File: src/rtl/pipe_wb.sv
// ---------------------------------------------------------------------------
// pipe_wb -- writeback stage of the five-stage pipeline.
//
// Holds the MEM/WB pipeline register, aligns and sign/zero-extends load data,
// drives the register-file write port (never writing $0) and counts retired
// instructions for the debug/perf path.
//
// Parameters:
//   DW    datapath width (32 for this core)
//   AW    register-number width
//   CNTW  retired-instruction counter width
//
// Ports:
//   clock, resetn   rising-edge clock, asynchronous active-low reset
//   mvalid..mlsign  MEM-stage instruction fields captured into MEM/WB
//   wstall          hold MEM/WB contents
//   wflush          load a bubble into MEM/WB (wins over wstall)
//   wn, wd, we      register-file write port
//   wvalid          WB holds a real instruction
//   retired         count of instructions that completed WB (wraps)
//
// Optional feature (macro WB_BYPASS_EN):
//   Adds fwd_rn, fwd_data, fwd_en mirroring the write port so the ID stage
//   can read a register in the same cycle it is written.
// ---------------------------------------------------------------------------
module pipe_wb #(
    parameter int DW   = 32,
    parameter int AW   = 5,
    parameter int CNTW = 32
) (
    input  logic            clock,
    input  logic            resetn,
    input  logic            mvalid,
    input  logic            mwreg,
    input  logic            mm2reg,
    input  logic [AW-1:0]   mrn,
    input  logic [DW-1:0]   malu,
    input  logic [DW-1:0]   mmo,
    input  logic [1:0]      mlsize,
    input  logic            mlsign,
    input  logic            wstall,
    input  logic            wflush,
    output logic [AW-1:0]   wn,
    output logic [DW-1:0]   wd,
    output logic            we,
    output logic            wvalid,
`ifdef WB_BYPASS_EN
    output logic [AW-1:0]   fwd_rn,
    output logic [DW-1:0]   fwd_data,
    output logic            fwd_en,
`endif
    output logic [CNTW-1:0] retired
);

    localparam logic [1:0] LS_HALF = 2'b01;
    localparam logic [1:0] LS_BYTE = 2'b10;

    // MEM/WB pipeline register fields
    logic            vvalid;
    logic            vwreg;
    logic            vm2reg;
    logic [AW-1:0]   vrn;
    logic [DW-1:0]   valu;
    logic [DW-1:0]   vmo;
    logic [1:0]      vlsize;
    logic            vlsign;
    logic [CNTW-1:0] retired_q;

    // NOTE: every field, data included, is reset; the write port is derived
    // combinationally from these, so a clean reset state keeps wn/wd at 0.
    always_ff @(posedge clock or negedge resetn) begin
        if (!resetn) begin
            vvalid <= 1'b0;
            vwreg  <= 1'b0;
            vm2reg <= 1'b0;
            vrn    <= '0;
            valu   <= '0;
            vmo    <= '0;
            vlsize <= '0;
            vlsign <= 1'b0;
        end else if (wflush) begin
            // NOTE: non-blocking assignments keep every register sampling
            // pre-edge values, independent of statement order.
            vvalid <= 1'b0;
            vwreg  <= 1'b0;
        end else if (!wstall) begin
            vvalid <= mvalid;
            vwreg  <= mwreg;
            vm2reg <= mm2reg;
            vrn    <= mrn;
            valu   <= malu;
            vmo    <= mmo;
            vlsize <= mlsize;
            vlsign <= mlsign;
        end
    end

    // An instruction retires on the edge it leaves WB; a flushed occupant
    // never retires, and a stalled one waits until the stall lifts.
    always_ff @(posedge clock or negedge resetn) begin
        if (!resetn) begin
            retired_q <= '0;
        end else if (vvalid && !wstall && !wflush) begin
            retired_q <= retired_q + CNTW'(1);
        end
    end

    // Load alignment from the registered byte address
    logic [7:0]    ld_byte;
    logic [15:0]   ld_half;
    logic [DW-1:0] ld_data;

    always_comb begin
        // NOTE: defaults first so no path through this block infers a latch.
        ld_byte = vmo[7:0];
        ld_half = valu[1] ? vmo[31:16] : vmo[15:0];
        ld_data = vmo;
        case (valu[1:0])
            2'd1:    ld_byte = vmo[15:8];
            2'd2:    ld_byte = vmo[23:16];
            2'd3:    ld_byte = vmo[31:24];
            default: ld_byte = vmo[7:0];
        endcase
        case (vlsize)
            LS_BYTE: ld_data = {{(DW-8){vlsign & ld_byte[7]}}, ld_byte};
            LS_HALF: ld_data = {{(DW-16){vlsign & ld_half[15]}}, ld_half};
            default: ld_data = vmo;  // word and reserved encoding
        endcase
    end

    assign wn      = vrn;
    assign wd      = vm2reg ? ld_data : valu;
    assign we      = vvalid & vwreg & (vrn != '0);
    assign wvalid  = vvalid;
    assign retired = retired_q;

`ifdef WB_BYPASS_EN
    assign fwd_rn   = vrn;
    assign fwd_data = wd;
    assign fwd_en   = we & (vrn != '0);
`endif

endmodule

File: config.mk
export PLATFORM = sky130hd
export DESIGN_NAME = pipe_wb
export DESIGN_NICKNAME = d
export VERILOG_FILES = /design/src/rtl/pipe_wb.sv
export SDC_FILE = /design/constraint.sdc
export NUM_CORES = 1
export LEC_CHECK = 0
export CORE_MARGIN = 4
export CORE_UTILIZATION = 44
export CTS_BUF_LIST = sky130_fd_sc_hd__clkbuf_2
export DETAILED_ROUTE_END_ITERATION = 8
export PLACE_DENSITY_LB_ADDON = 0.25
export RECOVER_POWER = 25
export SETUP_SLACK_MARGIN = 0.2
export SLEW_MARGIN = 20
export SYNTH_ARGS = -nofsm -noshare
export SYNTH_HDL_FRONTEND = slang
export SYNTH_SLANG_ARGS = --single-unit
File: constraint.sdc
create_clock -name clock -period 1.8 [get_ports clock]
set_input_delay 0.18 -clock clock [delete_from_list [all_inputs] [get_ports clock]]
set_output_delay 0.18 -clock clock [all_outputs]
set_load 0.01 [all_outputs]
# Word-level counts from Yosys, hierarchy flattened
# Index checks and enable logic that the tools add are counted.
[classes]
bitwise_logic = 6
n_mux = 8
reduce_logical = 6
n_eq_ne = 6
add_sub_neg = 1
[ops]
columns = ["operator", "count"]
rows = [
  ["one-hot mux 32 bit (2 select lines)", 1],
  ["adder 32 x 1 -> 32 bit (second input constant)", 1],
  ["two-way mux 32 bit", 1],
  ["one-hot mux 8 bit (3 select lines)", 1],
  ["two-way mux 16 bit", 1],
  ["== test 2 bit (second input constant)", 3],
  ["nonzero test 5 bit", 1],
  ["bitwise AND 1 bit", 4],
  ["== test 2 x 1 -> 1 bit (second input constant)", 2],
  ["two-way mux 1 bit", 4],
  ["logical AND 1 bit", 2],
  ["zero test 1 bit", 2],
  ["!= test 2 x 1 -> 1 bit (second input constant)", 1],
  ["inverter 1 bit", 2],
  ["AND reduction 2 bit", 1],
]
[totals]
reg_bits = 107
in_bits = 79
output_inout_bits = 71

# Longest topological paths before layout
# Gate-level depths: netlist of run 1.
[logic_depth]
ltp_word = 5
mapped_depth = 8
depth_no_buf = 7

# Least setup slack after synthesis of run 1
# No wires, ideal clock.
[synth_timing]
kind = "register to output"
start = "register valu[1]"
end = "output port wd[23]"
required_time_ns = 1.620
arrival_time_ns = 1.606
path_stages_with_launch = 6
path_buffers = 1
slack_ns = 0.014
path_cell_list = "dfrtp_1 -> mux4_2 -> nand2_1 -> a21oi_2 -> buf_2 -> a211o_1"
[synth_via]
elab_chain_len = 5
[synth_rtl]
columns = ["item", "line", "rtl"]
rows = [
  ["start, declared", "63", "logic [DW-1:0] valu;"],
  ["start signal, assigned", "91", "valu <= malu;"],
  ["== test 2 bit or == test 2 x 1 -> 1 bit (tied branches)", "118", "case (valu[1:0])"],
  ["one-hot mux 8 bit (3 select lines)", "118", ""],
  ["bitwise AND 1 bit", "125", "LS_BYTE: ld_data = {{(DW-8){vlsign & ld_byte[7]}}, ld_byte};"],
  ["one-hot mux 32 bit (2 select lines) (*)", "124", "case (vlsize)"],
  ["two-way mux 32 bit (*)", "132", "assign wd = vm2reg ? ld_data : valu;"],
  ["end, declared", "44", "output logic [DW-1:0] wd,"],
]
# Every way passes the cells marked *; elsewhere a longest branch is shown, timed or not.

# Worst setup path in the final report of run 1
[layout_timing]
start = "register valu[1]"
end = "output port wd[22]"
# Same word-level chain as after synthesis.

==> flow_summary_export.csv, run 1 <==
group,metric,value,unit
sta,finalSetupViolCount,49,
route,wl,17.91,mm
setup_path,crit_arrival,2.48,ns
sta,slew-limit-headroom,0.1237,
power_and_ir_drop,vdd_drop_max,0.0008207,V
synthesis,yosysWarnings,0,
setup_path,critPathBufInv,3,
synthesis,yosys-top-cells-area,"dfrtp_1 52%, mux2_2 18%, xnor2_1 3.2%",
clock_tree,cts_htree_levels,3,
synthesis,synthTopCellsByCount,"107 x dfrtp_1, 80 x mux2_2, 31 x nand2_1",
setup_path,worst_path_max_delay_cell,"mux4_2",
power_and_ir_drop,power.share.clock,0.153,
synthesis,yosysTopAreaCellShare,0.5225,
hold_path,hp-class,"in2reg",
clock_tree,cts.sinks,107,
sta,fmax,376.3,MHz
synthesis,ys_seq_elements,107,
setup_path,required,1.62,ns
sta,fin_crit_sh,1.477,
floorplanning,start_util,0.4488,
setup_path,startpoint,"valu[1]$_DFFE_PN0P_",
sta,finalHoldViolations,0,
route,first_iter_violations,354,
grt,grt_use_total,0.2391,
place,gp_congestion,0.8874,
sta,hold_slack,0.1072,ns
floorplanning,fp.dieW,115.9,um
cells_and_area,nets,793,
route,dr.pass1.iters,4,
synthesis,synthFlopType,"dfrtp_1",
synthesis,async_flop_share,1.000,
route,dr_wl_met3,1.006,mm
synthesis,synth.most_common_cell,"dfrtp_1",
grt,grt_pass1_wl,24.36,mm
power_and_ir_drop,sequentialPowerShare,0.456,
clock_tree,cts-buffers-inserted,9,
sta,tns,-26.16,ns
synthesis,synth.avg_cell_area,12.14,sq um
synthesis,synthesis.instances,422,
cells_and_area,syn_to_final_growth,63.57,%
place,dp_slack,-0.4249,ns
run_status,status,"finished, violations left",
place,dp_cells,760,
route,drc,0,
clock_tree,cts_tree,"built",
clock_tree,clock_path_buffers,2,
route,wl_met1,7.067,mm
setup_path,endpoint_kind,"primary output",
sta,rsz0062_at_grt,"true",
sta,tightest_slew,1.315,ns
cells_and_area,drive_gt1_frac,0.5279,
cells_and_area,post-route-util,0.7342,
synthesis,netlist_area,5125,sq um
floorplanning,core_area,11420,sq um
power_and_ir_drop,cellLeakagePower,3.954,nW
power_and_ir_drop,p_sw,2.110,mW
power_and_ir_drop,pwr-share-comb,0.391,
place,placed_area,7315,sq um
power_and_ir_drop,swShare,0.3302,
run,cap_violations,0,
synthesis,synth.net_count,504,
cells_and_area,instances_no_fill,859,
sta,final.setup.worst_slack,-0.8577,ns
setup_path,critical_path.max_stage_delay,0.57,ns
clock_tree,path_clk_slew,0.30,ns
sta,post-route-min-period,2.658,ns
setup_path,path_class,"reg2out",
hold_path,hp-start,"mmo[28]",
run_status,violations,"setup timing",
floorplanning,io_pins,150,
floorplanning,dieArea,13440,sq um
power_and_ir_drop,p_int,4.279,mW
cells_and_area,antenna_cells,0,
setup_path,cpLargestDelayFamily,"multiplexers",
route,via_per_inst,5.485,
route,met2WireLength,9.047,mm
power_and_ir_drop,p_per_area,762.1,nW/um^2
route,post_drt_wl_per_cell,20.85,um
route,final_antenna_net_count,0,
sta,slew_violations,0,
setup_path,rrSetupSlack,-0.14,ns
sta,skew,0.03497,ns
cells_and_area,fin_area,8383,sq um
grt,overflow,0,
synthesis,synth_area_leader_cell,"dfrtp_1",
setup_path,reg2reg_from,"wvalid$_DFFE_PN0P_",
synthesis,yosysUniqueCellTypes,46,
floorplanning,rows,39,
power_and_ir_drop,p_total,6.389,mW
grt,antenna_found_initial,0,
setup_path,critPathMaxFanout,4,
clock_tree,clk_latency,0.65,ns
setup_path,start_kind,"register",
grt,grt_max_degree,49,
place,dp_hpwl,10.92,mm
place,port_buffers,149,
clock_tree,clock-root-buffer,"clkbuf_2",
synthesis,yosysSeqAreaShare,0.5225,
synthesis,synth_edf_count,0,
grt,grt_pass1_vias,4723,
setup_path,crit_chain,"mux4_2, nand2_2, a21oi_4, buf_12, buf_8, a221o_1, buf_2",
route,vias,4712,
route,top_layer_used,"met4",
floorplanning,die_h,115.9,um
## layer usage
layer | vias up | GRT usage
li1 | 2106 | -
met5 | - | 0
met2 | 197 | 0.4024
met3 | 53 | 0.05535
met1 | 2356 | 0.2976
met4 | 0 | 0.09822
## kinds of logic (layout without fill, tap and decap cells)
logic type                 Yosys count  count (layout)  share of synthesized area
DFF                                107             107                     0.5225
muxes                               83              83                     0.1841
AOI/OAI and AO/OA                   67              67                    0.09448
xor gates and xnor gates            31              31                    0.05298
buffers and inverters               25             319                    0.02002
and+or+nand+nor                    106             106                     0.1187
adders and majority gates            3               3                   0.007325
## cell usage in the layout (no fill, tap or decap), types with 4 or more instances in the layout
cell / instances
o21ai_0: 9
buf_12: 5
o22ai_1: 7
clkbuf_2: 19
clkdlybuf4s50_1: 77
nor2_1: 13
nand3_4: 4
mux2_2: 74
o2bb2ai_2: 4
a221o_1: 13
clkdlybuf4s15_1: 21
nand4_1: 5
dfrtp_2: 5
nor3_4: 5
dlygate4sd3_1: 4
xnor2_2: 9
xnor2_1: 10
and3_1: 5
buf_4: 104
a21oi_2: 13
dfrtp_1: 102
nand2_1: 21
a2bb2oi_2: 4
nand3_2: 4
nand3_1: 5
xor2_1: 12
a21oi_1: 4
nand2_2: 7
nor2_4: 5
buf_6: 40
buf_2: 35
mux2_4: 6
nand2b_1: 5
## area by class of cell
cell class / instances / area, sq um
Multi-Input combinational cell: 290 / 2818
Clock buffer: 12 / 60.06
Fill cell: 776 / 3035
Clock inverter: 4 / 17.52
Inverter: 6 / 25.02
Tap cell: 143 / 178.9
Sequential cell: 107 / 2684
Timing Repair Buffer: 297 / 2600
## state kept, by name, indices dropped and copies added, names as in the netlist
name	cells
vwreg	1
valu	32
wvalid	1
vlsize	2
vmo	32
retired	32
vm2reg	1
vlsign	1
wn	5
## power by group through the flow
stage	registers [mW]	clock network, mW	logic [mW]
6_report	2.91	0.976	2.50
5_1_grt	2.94	1.10	2.66
4_1_cts	2.90	0.997	2.15
3_5_place_dp	2.94	0	2.11
3_3_place_gp	2.94	0	2.07
2_1_floorplan	2.90	0	0.966
## worst paths after layout
path                                                 to  cells past startpoint
worst max-delay path                             wd[22]                      7
worst min-delay path                vmo[28]$_DFFE_PN0P_                      2
worst max register to register  retired[25]$_DFFE_PN0P_                      6
worst min register to register     valu[14]$_DFFE_PN0P_                      1
max in group asynchronous        retired[4]$_DFFE_PN0P_                      3
min in group asynchronous           vmo[27]$_DFFE_PN0P_                      3
## worst register-to-register path, cell delays in order (launching register included)
cell      delay, ns
dfrtp_2        0.47
buf_6          0.10
or3b_4         0.40
nor3_4         0.25
nand3b_4       0.25
nor3_2         0.22
xor2_1         0.19
## timing repair
action | CTS | global route
gates cloned | 0 | 0
hold endpoints to repair | 107 | 0
endpoints found under the setup margin | 93 | 93
pin swaps | 33 | 40
buffers inserted | 48 | 31
hold buffers | 4 | 0
resized for setup | 261 | 119
Power figures use the tool's default switching activity.
==> run 2: changes to the inputs <==
==> constraint.sdc (replaced) <==
create_clock -name clock -period 1.8 [get_ports clock]
set_input_delay 0.18 -clock clock [delete_from_list [all_inputs] [get_ports clock]]
set_output_delay 0.18 -clock clock [all_outputs]
set_load 0.02 [all_outputs]
==> run 2 against run 1 <==
Effect of this change: the run still ends with setup timing left; critical path depth is 1 lower; global-route usage is 0.89 points lower; register-to-register slack better by 0.18 ns; non-clock buffer count is 35 lower; clock skew is 0.016 ns lower; final area is 2.0% lower; first-iteration DRC count is 25% lower; combinational power is 10% higher; cell count is 4.2% lower.
==> flow_summary_export.csv, run 2 (synthesis gave the netlist of run 1 again) <==
group,metric,value,unit
sta,slew-limit-headroom,0.4302,
place,gp_congestion,0.8639,
cells_and_area,syn_to_final_growth,60.38,%
sta,fmax,400.1,MHz
sta,rsz0062_at_grt,"true",
grt,grt_pass1_vias,4646,
sta,tightest_slew,0.8547,ns
power_and_ir_drop,power.share.clock,0.145,
sta,skew,0.01941,ns
power_and_ir_drop,pwr-share-comb,0.416,
place,placed_area,7375,sq um
route,wl,15.75,mm
power_and_ir_drop,p_sw,2.276,mW
power_and_ir_drop,swShare,0.3432,
floorplanning,io_pins,150,
sta,post-route-min-period,2.499,ns
setup_path,crit_arrival,2.32,ns
run_status,status,"finished, violations left",
sta,slew_violations,0,
floorplanning,fp.dieW,115.9,um
cells_and_area,final_cell_mix,"92 x dfrtp_1, 82 x buf_4, 78 x mux2_2, 77 x clkdlybuf4s50_1, 59 x buf_6",
clock_tree,clock_path_buffers,2,
floorplanning,start_util,0.4488,
power_and_ir_drop,vdd_drop_max,0.0007170,V
power_and_ir_drop,sequentialPowerShare,0.439,
run_status,violations,"setup timing",
clock_tree,path_clk_slew,0.28,ns
sta,finalHoldViolations,0,
cells_and_area,layout_commonest_cell,"dfrtp_1",
route,post_drt_wl_per_cell,19.14,um
sta,fin_crit_sh,1.388,
hold_path,hp-class,"in2reg",
place,dp_hpwl,10.80,mm
sta,final.setup.worst_slack,-0.6992,ns
cells_and_area,fill_cells,812,
place,port_buffers,149,
sta,finalSetupViolCount,33,
clock_tree,cts.sinks,107,
cells_and_area,antenna_cells,0,
route,vias,4535,
clock_tree,cts-buffers-inserted,9,
grt,grt_max_degree,49,
route,final_antenna_net_count,0,
route,via_per_inst,5.510,
grt,grt_use_total,0.2302,
setup_path,critPathMaxFanout,12,
power_and_ir_drop,p_per_area,806.8,nW/um^2
cells_and_area,nets,758,
grt,antenna_found_initial,0,
floorplanning,die_h,115.9,um
grt,overflow,0,
route,dr.pass1.iters,5,
route,drc,0,
floorplanning,rows,39,
setup_path,required,1.62,ns
route,first_iter_violations,264,
cells_and_area,drive_gt1_frac,0.5515,
cells_and_area,fin_area,8219,sq um
sta,hold_slack,0.1154,ns
clock_tree,cts_tree,"built",
run,cap_violations,0,
power_and_ir_drop,cellLeakagePower,3.840,nW
grt,grt_pass1_wl,23.90,mm
power_and_ir_drop,p_int,4.355,mW
setup_path,path_class,"reg2out",
setup_path,start_kind,"register",
clock_tree,clock-root-buffer,"clkbuf_2",
setup_path,endpoint_kind,"primary output",
floorplanning,dieArea,13440,sq um
clock_tree,cts_htree_levels,3,
floorplanning,core_area,11420,sq um
clock_tree,clk_latency,0.58,ns
## run 2: routing by layer
layer,GRT usage,vias up,part of all wire
met2,0.3901,187,0.51
met3,0.03812,36,0.061
met1,0.2916,2267,0.40
met5,0,-,0
met4,0.09899,0,0.033
li1,-,2045,-
## run 2: worst paths after layout
path | cells after the start | endpoint | start | slack [ns]
min reg2reg | 1 | retired[31]$_DFFE_PN0P_ | retired[31]$_DFFE_PN0P_ | 0.48
max | 6 | wd[24] | valu[1]$_DFFE_PN0P_ | -0.70
max in group asynchronous | 3 | retired[19]$_DFFE_PN0P_ | resetn | 0.31
min | 3 | vm2reg$_DFFE_PN0P_ | mm2reg | 0.12
min in group asynchronous | 2 | retired[9]$_DFFE_PN0P_ | resetn | 0.18
max reg2reg | 7 | retired[24]$_DFFE_PN0P_ | retired[0]$_DFFE_PN0P_ | 0.04
## run 2: what timing repair did
item	CTS	global route
pin swaps	25	35
hold buffers	1	0
endpoints found under the setup margin	87	90
setup buffers	30	24
endpoints found under the hold margin	107	0
cloned	0	0
gates resized for setup	300	124
## run 2: power groups by stage
stage	Sequential, mW	Clock (mW)	Combinational [mW]
floorplan	2.95	0	1.21
global placement	2.96	0	2.32
finish	2.91	0.964	2.76
detailed placement	2.96	0	2.36
CTS	2.91	0.997	2.50
global route	2.94	1.10	2.93
## run 2: cell type report
class / instances / area (sq um) / share of cell area
Sequential cell: 107 / 2696 / 0.3281
Multi-Input combinational cell: 290 / 2872 / 0.3494
Inverter: 6 / 27.53 / 0.003349
Timing Repair Buffer: 262 / 2361 / 0.2873
Clock buffer: 11 / 55.05 / 0.006698
Clock inverter: 4 / 28.78 / 0.003501
Tap cell: 143 / 178.9 / 0.02177
## run 2: metrics by stage
stage / worst slack (ns) / total power, mW / util / TNS [ns] / cells
2_1_floorplan: -0.002852 / 4.162 / - / -0.02800 / 422
3_3_place_gp: -0.4931 / 5.273 / 0.6458 / -15.77 / 753
3_5_place_dp: -0.5406 / 5.322 / 0.6458 / -18.63 / 753
4_1_cts: -0.7447 / 6.408 / 0.6889 / -22.34 / 799
5_1_grt: -0.8188 / 6.972 / 0.7198 / -24.76 / 823
6_report: -0.6992 / 6.631 / 0.7198 / -20.79 / 823
## run 2: worst max-delay path, cell delays in order (launching register included)
cell and delay (ns):
dfrtp_1 0.45, mux4_2 0.58, nand2_4 0.10, a21oi_4 0.06
buf_12 0.14, a221o_1 0.29, buf_6 0.14
